**config.mk**
```make
export PLATFORM = sky130hd
export DESIGN_NAME = mold_msg_fifo
export DESIGN_NICKNAME = d
export VERILOG_FILES = /design/src/rtl/mold_msg_fifo_pkg.sv /design/src/rtl/mold_msg_fifo_mem.sv /design/src/rtl/mold_msg_fifo.sv
export SDC_FILE = /design/constraint.sdc
export NUM_CORES = 1
export LEC_CHECK = 0
export ABC_AREA = 1
export CORE_MARGIN = 8
export CORE_UTILIZATION = 42
export CTS_CLUSTER_SIZE = 12
export DETAILED_ROUTE_END_ITERATION = 12
export PLACE_DENSITY = 0.65
export SLEW_MARGIN = 40
export SYNTH_ARGS = -nofsm -noshare
export SYNTH_HDL_FRONTEND = slang
export SYNTH_SLANG_ARGS = --single-unit
```
**constraint.sdc**
```tcl
create_clock -name clk -period 5.85 [get_ports clk]
set_input_delay 1.755 -clock clk [delete_from_list [all_inputs] [get_ports clk]]
set_output_delay 1.755 -clock clk [all_outputs]
set_load 0.03 [all_outputs]
```
**src/rtl/mold_msg_fifo_pkg.sv**
```systemverilog
// ---------------------------------------------------------------------------
// moldudp64_pkg
//   Shared definitions for the moldudp64 message FIFO slice.
//   - Default AXI-stream widths used by mold_msg_fifo.
//   - Write-side FSM state encoding.
//   - Storage entry layout {data, keep, last} at the default widths.
// ---------------------------------------------------------------------------
package moldudp64_pkg;

    localparam int DEF_AXI_DATA_W = 64;
    localparam int DEF_AXI_KEEP_W = DEF_AXI_DATA_W / 8;

    // Write-side message FSM:
    //   IDLE    - between messages, waiting for a start beat
    //   WRITE   - inside an accepted message, beats go to storage
    //   DISCARD - inside a dropped message, beats are swallowed until last
    typedef enum logic [1:0] {
        IDLE    = 2'd0,
        WRITE   = 2'd1,
        DISCARD = 2'd2
    } wr_state_t;

    // One storage entry. Field order matches the packing used by the FIFO
    // top, so a flat entry word can be assigned straight to this type.
    typedef struct packed {
        logic [DEF_AXI_DATA_W-1:0] data;
        logic [DEF_AXI_KEEP_W-1:0] keep;
        logic                      last;
    } msg_entry_t;

endpackage

```
**src/rtl/mold_msg_fifo_mem.sv**
```systemverilog
// ---------------------------------------------------------------------------
// mold_msg_fifo_mem
//   DEPTH x WIDTH register array, one synchronous write port and one
//   asynchronous (combinational) read port.
//
// Ports:
//   clk    in   clock
//   we     in   write enable
//   waddr  in   write address
//   wdata  in   write entry
//   raddr  in   read address
//   rdata  out  entry at raddr, combinational
// ---------------------------------------------------------------------------
module mold_msg_fifo_mem
    import moldudp64_pkg::*;
#(
    parameter int WIDTH = 73,
    parameter int DEPTH = 16,
    parameter int AW    = $clog2(DEPTH)
) (
    input  logic             clk,
    input  logic             we,
    input  logic [AW-1:0]    waddr,
    input  logic [WIDTH-1:0] wdata,
    input  logic [AW-1:0]    raddr,
    output logic [WIDTH-1:0] rdata
);

    logic [WIDTH-1:0] mem_q [DEPTH];

    // NOTE: the array has no reset; pointers decide what is valid, so stale
    // contents are never observed and the array maps onto plain storage.
    always_ff @(posedge clk) begin
        if (we) begin
            mem_q[waddr] <= wdata;
        end
    end

    assign rdata = mem_q[raddr];

endmodule

```
**src/rtl/mold_msg_fifo.sv**
```systemverilog
// ---------------------------------------------------------------------------
// mold_msg_fifo
//   Packet-mode message FIFO behind moldudp64. Beats are absorbed every
//   cycle they are valid (the source has no ready). A message is exposed to
//   the AXI-stream side only after its last beat is stored (commit); a
//   message that does not fit is removed whole (rollback) and counted.
//
// Ports:
//   clk                in   clock
//   reset              in   asynchronous active-high reset
//   mold_msg_v_i       in   beat valid
//   mold_msg_start_i   in   first beat of a message
//   mold_msg_last_i    in   last beat of a message
//   mold_msg_mask_i    in   byte-valid mask, contiguous from lane 0
//   mold_msg_data_i    in   beat data
//   msg_axis_tvalid_o  out  committed beat available
//   msg_axis_tready_i  in   downstream ready
//   msg_axis_tdata_o   out  beat data
//   msg_axis_tkeep_o   out  beat byte mask
//   msg_axis_tlast_o   out  last beat of message
//   drop_v_o           out  one-cycle pulse per dropped message
//   drop_cnt_o         out  saturating dropped-message count
// ---------------------------------------------------------------------------
module mold_msg_fifo
    import moldudp64_pkg::*;
#(
    parameter int AXI_DATA_W = DEF_AXI_DATA_W,
    parameter int AXI_KEEP_W = AXI_DATA_W / 8,
    parameter int DEPTH      = 16,
    parameter int CNT_W      = 16
) (
    input  logic                  clk,
    input  logic                  reset,
    input  logic                  mold_msg_v_i,
    input  logic                  mold_msg_start_i,
    input  logic                  mold_msg_last_i,
    input  logic [AXI_KEEP_W-1:0] mold_msg_mask_i,
    input  logic [AXI_DATA_W-1:0] mold_msg_data_i,
    output logic                  msg_axis_tvalid_o,
    input  logic                  msg_axis_tready_i,
    output logic [AXI_DATA_W-1:0] msg_axis_tdata_o,
    output logic [AXI_KEEP_W-1:0] msg_axis_tkeep_o,
    output logic                  msg_axis_tlast_o,
    output logic                  drop_v_o,
    output logic [CNT_W-1:0]      drop_cnt_o
);

    localparam int AW      = $clog2(DEPTH);
    localparam int ENTRY_W = AXI_DATA_W + AXI_KEEP_W + 1;

    // Pointers carry one extra bit so full and empty are distinguishable.
    localparam logic [AW:0]      PTR_ONE = (AW + 1)'(1);
    localparam logic [AW:0]      PTR_CAP = (AW + 1)'(DEPTH);
    localparam logic [CNT_W-1:0] CNT_ONE = CNT_W'(1);

    wr_state_t   state;
    logic [AW:0] wr_ptr;
    logic [AW:0] cmt_ptr;
    logic [AW:0] rd_ptr;

    wr_state_t   state_nxt;
    logic [AW:0] wr_base;
    logic [AW:0] wr_nxt;
    logic [AW:0] cmt_nxt;
    logic        we;
    logic        drop;
    logic        new_msg;
    logic        rd_fire;

    logic [ENTRY_W-1:0] wr_entry;
    logic [ENTRY_W-1:0] rd_entry;

    // -----------------------------------------------------------------------
    // Write-side decode. wr_base is where a beat would land this cycle: the
    // speculative pointer, or the commit pointer when a start beat arrives
    // inside an open message and that message is being abandoned. Fullness
    // is judged on registered pointers only, so a read in the same cycle
    // does not make room.
    // -----------------------------------------------------------------------
    // NOTE: every signal gets a default before the case so no path leaves
    // one unassigned, which would otherwise infer a latch.
    always_comb begin
        state_nxt = state;
        wr_base   = wr_ptr;
        wr_nxt    = wr_ptr;
        cmt_nxt   = cmt_ptr;
        we        = 1'b0;
        drop      = 1'b0;
        new_msg   = 1'b0;

        if (mold_msg_v_i) begin
            case (state)
                IDLE: begin
                    // Orphan continuation beats are ignored silently.
                    new_msg = mold_msg_start_i;
                end

                DISCARD: begin
                    if (mold_msg_start_i) begin
                        new_msg = 1'b1;
                    end else if (mold_msg_last_i) begin
                        state_nxt = IDLE;
                    end
                end

                WRITE: begin
                    if (mold_msg_start_i) begin
                        // Previous message never saw its last beat: drop it
                        // and treat this beat as a fresh message start.
                        drop      = 1'b1;
                        wr_base   = cmt_ptr;
                        wr_nxt    = cmt_ptr;
                        state_nxt = IDLE;
                        new_msg   = 1'b1;
                    end else if ((wr_ptr - rd_ptr) != PTR_CAP) begin
                        we     = 1'b1;
                        wr_nxt = wr_ptr + PTR_ONE;
                        if (mold_msg_last_i) begin
                            cmt_nxt   = wr_ptr + PTR_ONE;
                            state_nxt = IDLE;
                        end
                    end else begin
                        wr_nxt    = cmt_ptr;
                        drop      = 1'b1;
                        state_nxt = mold_msg_last_i ? IDLE : DISCARD;
                    end
                end

                default: begin
                    state_nxt = IDLE;
                end
            endcase

            if (new_msg) begin
                if ((wr_base - rd_ptr) != PTR_CAP) begin
                    we     = 1'b1;
                    wr_nxt = wr_base + PTR_ONE;
                    if (mold_msg_last_i) begin
                        cmt_nxt   = wr_base + PTR_ONE;
                        state_nxt = IDLE;
                    end else begin
                        state_nxt = WRITE;
                    end
                end else begin
                    // A drop already flagged for an abandoned message keeps
                    // this to a single pulse.
                    drop      = 1'b1;
                    state_nxt = mold_msg_last_i ? IDLE : DISCARD;
                end
            end
        end
    end

    assign rd_fire  = msg_axis_tvalid_o && msg_axis_tready_i;
    assign wr_entry = {mold_msg_data_i, mold_msg_mask_i, mold_msg_last_i};

    // NOTE: state registers use non-blocking assignments so every register
    // samples the pre-edge values regardless of statement order.
    always_ff @(posedge clk or posedge reset) begin
        if (reset) begin
            state      <= IDLE;
            wr_ptr     <= '0;
            cmt_ptr    <= '0;
            rd_ptr     <= '0;
            drop_v_o   <= 1'b0;
            drop_cnt_o <= '0;
        end else begin
            state    <= state_nxt;
            wr_ptr   <= wr_nxt;
            cmt_ptr  <= cmt_nxt;
            drop_v_o <= drop;
            if (rd_fire) begin
                rd_ptr <= rd_ptr + PTR_ONE;
            end
            if (drop && (drop_cnt_o != {CNT_W{1'b1}})) begin
                drop_cnt_o <= drop_cnt_o + CNT_ONE;
            end
        end
    end

    mold_msg_fifo_mem #(
        .WIDTH (ENTRY_W),
        .DEPTH (DEPTH),
        .AW    (AW)
    ) u_mem (
        .clk   (clk),
        .we    (we),
        .waddr (wr_base[AW-1:0]),
        .wdata (wr_entry),
        .raddr (rd_ptr[AW-1:0]),
        .rdata (rd_entry)
    );

    // Only committed beats are visible; read data follows rd_ptr directly
    // and therefore holds while the consumer stalls.
    assign msg_axis_tvalid_o = (rd_ptr != cmt_ptr);
    assign {msg_axis_tdata_o, msg_axis_tkeep_o, msg_axis_tlast_o} = rd_entry;

endmodule

```
==> key figures, run 1 <==
CTS
  – CTS Hold Bufs: 0
  – CTS tree: done
  – PostCTS Resize Cnt: 0
  – Setup Buffers After CTS: 0
  – H-tree Lvls: 3
  – Clock root buffer: clkbuf_16
  – Worst-path clk slew: 0.06 ns
  – CTS buffer count: 119
  – CTS max path bufs: 3
  – Clk sink count: 1202
  – Worst-Skew Late Latency: 0.71 ns

Global route
  – Vias in the first global route: 29500
  – All-Layer GR Usage: 0.194
  – First-pass GRT wire length: 189 mm
  – Initial antenna violation count: 8
  – Largest net degree at the start of global routing: 115
  – Total gr overflow: 0

STA
  – Peak Freq: 0.179 GHz
  – Clk_skew: 0.0292 ns
  – Unrepaired setup endpoints after global routing: false
  – Post-route setup slack: 0.274 ns
  – Final hold vios: 0
  – Final setup viols: 0
  – Relative slew slack: 0.442
  – Setup tns final: 0 ns
  – Final min period: 5.58 ns
  – Period utilization: 0.953
  – Max-slew violations: 0
  – Slew @ Worst Pin: 0.834 ns

Route
  – Detailed Routing Iterations Pass 1: 8
  – DR vias/cell: 5.74
  – Initial DRC count: 3736
  – Met2 wire len: 57.5 mm
  – Post-route ant nets: 0
  – Metal3 WL: 10.6 mm
  – Routed length per instance: 23.5 um
  – Residual DRC count: 0
  – DRT Wirelength: 126 mm
  – Routed met1 length: 53.5 mm
  – Vias post-DR: 30700
  – DR top layer: met5

Setup path
  – Startpoint types: register
  – CP top delay family: buffers and inverters
  – Setup slack, reg-to-reg: 1.26 ns
  – CP endpoint kind: output pin
  – Crit path required time: 4.09 ns
  – Worst r2r path cells: 14
  – RR Startpoint: rd_ptr[2]
  – Critical-path cell list: clkinv_2, buf_4, o221ai_1, nand3_1, nand3_1, clkdlybuf4s50_1
  – Arrival time worst endpoint: 3.82 ns
  – CP most frequent cell: nand3_1
  – CP max FO: 35
  – Worst Path Buf+Inv: 3
  – CP max stage delay: 0.72 ns
  – CP max-delay cell: dfrtp_4
  – Reg2reg end: u_mem.mem_q[0][52]
  – Crit path depth: 6
  – Type of the worst setup path: reg -> out

Placed design
  – # port buffers: 168
  – Dpl ws: 0.355 ns
  – DP Cell Count: 5164
  – GPL Wtd Cong: 0.817
  – Dpl hpwl: 74.1 mm

Synthesis
  – Yosys reg bits: 1202
  – Fraction of registers with async set/reset: 0.0283
  – Post-synth EDFFs: 1168
  – Post-synth top flop: edfxtp_1
  – Synthesized area: 47700 um2
  – Ys Warns: 0
  – Seq/Total Area, Yosys: 0.753
  – Cells after Synth: 3633
  – Synth top area share: 0.735
  – Synth area leaders: edfxtp_1 74%, o21ai_0 6.2%, nor2_1 4.9%, nand2_1 2.5%, o221ai_1 2.2%
  – Yosys top cell by area: edfxtp_1
  – Yosys cell types: 36
  – Synthesized Nets: 3728
  – Syn Area/Cell: 13.1 um2

Min path
  – Hold WC Path Type: reg -> reg
  – Sink of the worst hold path: drop_cnt_o[1]
  – Hold Path Origin: drop_cnt_o[1]
  – Hold path depth: 2

Status
  – Status: finished, final reports clean

Die
  – CORE AREA: 112000 um2
  – Num ports: 169
  – FP Rows: 123
  – Die Ht: 353 um
  – Die W: 353 um
  – Initial core utilization: 0.424
  – Die footprint: 125000 um2

Job
  – MaxCap Viol Count: 0

Power
  – Leak Pwr: 18.0 nW
  – Max VDD drop: 0.529 mV
  – Total power divided by cell area: 504 nW/um2

Cells and area
  – Non-filler instance count after layout: 5357
  – Syn-to-layout area delta: 16.1%
  – Nets: 3880
  – Share of cells above drive strength 1: 0.0765
where the power goes:
part / switching, mW / total, mW / internal, mW / leakage, nW
clock network: 3.08 / 7.04 / 3.96 / 1.69
registers: 0.274 / 10.2 / 9.94 / 11.0
logic: 7.33 / 10.6 / 3.32 / 5.32
tightest hold or removal path, delay by kind of cell, from the launching register on:
kind          cells  cell delay, ns
flops             1            0.39
simple gates      2            0.12
logic make-up (layout without fill, tap and decap cells):
kind of cell               count (synthesis)  in the layout  share of synthesized area
other                                      0              2                          0
xor gates and xnor gates                  24             24                    0.00441
AOI/OAI and AO/OA                        922            922                      0.113
buffers and inverters                    314            536                     0.0258
DFF                                     1202           1202                      0.753
and+or+nand+nor                         1154           1154                     0.0994
adders and majority gates                 17             17                    0.00446
cells in the mapped netlist, types with 3 or more instances:
library cell and n:
a21oi_1 10, buf_1 9, buf_2 21, buf_6 3, clkbuf_1 209, dfrtp_1 34, edfxtp_1 1168, ha_1 17
inv_1 65, inv_2 5, nand2_1 312, nand2_2 4, nand2_4 3, nand3_1 158, nand3_4 3, nand3b_1 4
nand4_1 35, nor2_1 629, o211ai_1 24, o21ai_0 589, o221ai_1 122, o22ai_1 170, xnor2_1 9, xor2_1 15
sequential cells by signal, summed over array words and instances, names as in the netlist:
signal	cells
drop_v_o	1
cmt_ptr	5
u_mem.mem_q	1168
rd_ptr	5
drop_cnt_o	16
wr_ptr	5
state	2
cell usage in the layout (no fill, tap or decap), types with 9 or more instances in the layout:
cell type,n
nor2_4,17
o21ai_0,589
a21oi_1,10
nand2_1,312
nor2_1,612
buf_4,54
inv_1,62
edfxtp_1,1168
dfrtp_1,31
o211ai_1,24
nand3_1,158
clkinv_1,20
xor2_1,15
clkbuf_1,35
ha_1,16
o221ai_1,122
nand4_1,35
clkbuf_16,121
xnor2_1,9
clkdlybuf4s50_1,161
buf_12,50
o22ai_1,170
metrics by stage:
stage	hold WS (ns)	util	power, mW	area, um2
after floorplan	0.493	-	16.7	47700
after CTS	0.540	0.492	28.1	55400
final	0.538	0.492	27.9	55400
after global placement	0.516	0.461	21.0	51900
after detailed placement	0.525	0.461	21.1	51900
after global routing	0.571	0.492	29.3	55400
final cells by class:
class	instances	area, um2
clock buffer	156	3160
fill	9536	57100
multi-input combinational	2117	10700
antenna	2	5.00
sequential	1202	35900
clock inverter	35	348
tap	1500	1880
timing repair buffer	274	3080
inverter	71	290
layer usage:
metal | vias to the layer above | GRT usage
met5 | - | 0
met2 | 1375 | 0.301
met3 | 228 | 0.0402
li1 | 13800 | -
met4 | 10 | 0.0623
met1 | 15300 | 0.275
worst max-delay path by stage:
stage / start / slack [ns] / end
floorplan: mold_msg_start_i / -1.16 / u_mem.mem_q[0][0]
global placement: mold_msg_start_i / 0.35 / u_mem.mem_q[0][2]
detailed placement: mold_msg_start_i / 0.35 / u_mem.mem_q[4][23]
CTS: rd_ptr[2] / 0.19 / msg_axis_tdata_o[49]
global route: rd_ptr[0] / 0.11 / msg_axis_tdata_o[42]
finish: rd_ptr[2] / 0.27 / msg_axis_tdata_o[49]
No activity file was read; power rests on OpenSTA's default activity.
==> inputs of run 2 (changes only) <==
Settings changed: CORE_MARGIN 8 to 2.
==> key figures, run 2 (synthesis gave the netlist of run 1 again) <==
Status
  – Status: finished, final reports clean

Global route
  – Largest net degree at the start of global routing: 172
  – Total gr overflow: 0
  – Met2 Use GR: 0.326
  – All-Layer GR Usage: 0.203
  – Vias in the first global route: 29200
  – Met3 Track Usage GR: 0.0301
  – First-pass GRT wire length: 182 mm
  – Initial antenna violation count: 4
  – Gr busiest metal: met2
  – M1 GR Usage: 0.289

CTS
  – Worst-Skew Late Latency: 0.71 ns
  – CTS tree: done
  – Setup Buffers After CTS: 0
  – Clk sink count: 1202
  – Clock root buffer: clkbuf_16
  – CTS max path bufs: 3
  – PostCTS Resize Cnt: 0
  – CTS buffer count: 121
  – Worst-path clk slew: 0.06 ns
  – CTS Hold Bufs: 0
  – H-tree Lvls: 3

STA
  – Post-route setup slack: 0.236 ns
  – Final setup viols: 0
  – Final hold vios: 0
  – Unrepaired setup endpoints after global routing: false
  – Peak Freq: 0.178 GHz
  – Slew @ Worst Pin: 0.852 ns
  – Clk_skew: 0.0370 ns
  – Relative slew slack: 0.430
  – Setup tns final: 0 ns
  – Final min period: 5.61 ns
  – Max-slew violations: 0
  – Period utilization: 0.960

Placed design
  – Dpl ws: 0.545 ns
  – GPL Wtd Cong: 0.813
  – DP Cell Count: 5149
  – # port buffers: 168
  – Dpl hpwl: 65.6 mm

Min path
  – Hold WC Path Type: reg -> reg

Cells and area
  – Nets: 3867
  – Register Area: 35900 um2
  – Post-layout util: 0.492
  – Non-filler instance count after layout: 5349
  – Syn-to-layout area delta: 16.0%
  – Commonest non-fill, non-tap cell in the layout: edfxtp_1
  – Largest register FFs: 1168
  – Commonest non-fill, non-tap cells in the layout: 1168 x edfxtp_1, 612 x nor2_1, 589 x o21ai_0
  – Top reg by flops: u_mem.mem_q
  – Fill cells: 9474
  – Top flop regs: u_mem.mem_q: 1168 flops, drop_cnt_o: 16 flops
  – Area of the multi-input gates: 10700 um2
  – Share of cells above drive strength 1: 0.0728

Setup path
  – Crit path required time: 4.09 ns
  – Worst Path Buf+Inv: 3
  – Startpoint types: register
  – Critical-path cell list: inv_8, buf_4, o21ai_0, o22ai_1, nand2_1, nand3_1, clkdlybuf4s50_1
  – Type of the worst setup path: reg -> out
  – Arrival time worst endpoint: 3.86 ns
  – CP max FO: 96
  – CP max-delay cell: clkdlybuf4s50_1
  – CP top delay family: buffers and inverters
  – CP max stage delay: 0.75 ns
  – CP endpoint kind: output pin

Die
  – Die W: 341 um
  – FP Rows: 123
  – Die Ht: 341 um
  – Die footprint: 116000 um2
  – Num ports: 169
  – Initial core utilization: 0.424
  – CORE AREA: 112000 um2

Route
  – DRT Wirelength: 120 mm
  – Vias post-DR: 30200
  – Detailed Routing Iterations Pass 1: 6
  – DR vias/cell: 5.65
  – Residual DRC count: 0
  – Initial DRC count: 3231
  – Post-route ant nets: 0
  – Routed length per instance: 22.4 um

Power
  – Max VDD drop: 0.426 mV
  – Total power divided by cell area: 503 nW/um2
  – Leak Pwr: 17.9 nW
  – Tot Pwr: 27.8 mW

Job
  – MaxCap Viol Count: 0
-- run 2: cell types whose count changed in the layout (fill, tap and decap cells not counted), sizes merged --
cell           before  now
buf               112   92
clkdlybuf4s50     161  167
clkbuf            157  159
bufinv              5    6
clkinv             29   30
clkinvlp            2    3
inv                70   71
-- run 2: layer usage --
layer  vias to the layer above  part of all wire
li1                      13800                 -
met1                     15100              0.43
met2                      1157              0.47
met3                       146             0.071
met4                         6             0.019
met5                         -           0.00030
-- run 2: power breakdown --
part           internal, mW  leakage, nW  switching (mW)  total [mW]
clock network          4.10         1.74            3.12        7.22
logic                  3.27         5.22            7.14        10.4
registers              9.94         11.0           0.238        10.2
-- run 2: worst paths after layout --
| path | start | endpoint | slack [ns] | cells after the start |
|---|---|---|---|---|
| max in group asynchronous | reset | rd_ptr[2] | 3.97 | 3 |
| worst min-delay path | state[0] | state[0] | 0.55 | 2 |
| min in group asynchronous | reset | drop_cnt_o[11] | 1.48 | 3 |
| worst min register to register | state[0] | state[0] | 0.55 | 2 |
| worst max register to register | rd_ptr[1] | u_mem.mem_q[12][72] | 1.84 | 15 |
| worst max-delay path | rd_ptr[0] | msg_axis_tdata_o[1] | 0.24 | 7 |
-- run 2: final cells by class --
class	count	share of cell area
Sequential cell	1202	0.650
Tap cell	1500	0.0339
Timing Repair Buffer	259	0.0527
Clock inverter	39	0.00717
Multi-Input combinational cell	2117	0.193
Antenna cell	2	0.0000905
Clock buffer	159	0.0585
Inverter	71	0.00518
-- run 2: tightest hold or removal path, cell delays in order, from the launching register on --
cell	delay [ns]
dfrtp_1	0.40
nand2_1	0.07
nand2_1	0.05
-- run 2: through the flow --
step                hold slack (ns)  area (um2)
detailed placement            0.543       51700
global route                  0.595       55300
CTS                           0.552       55300
global placement              0.520       51700
floorplan                     0.493       47700
finish                        0.549       55300
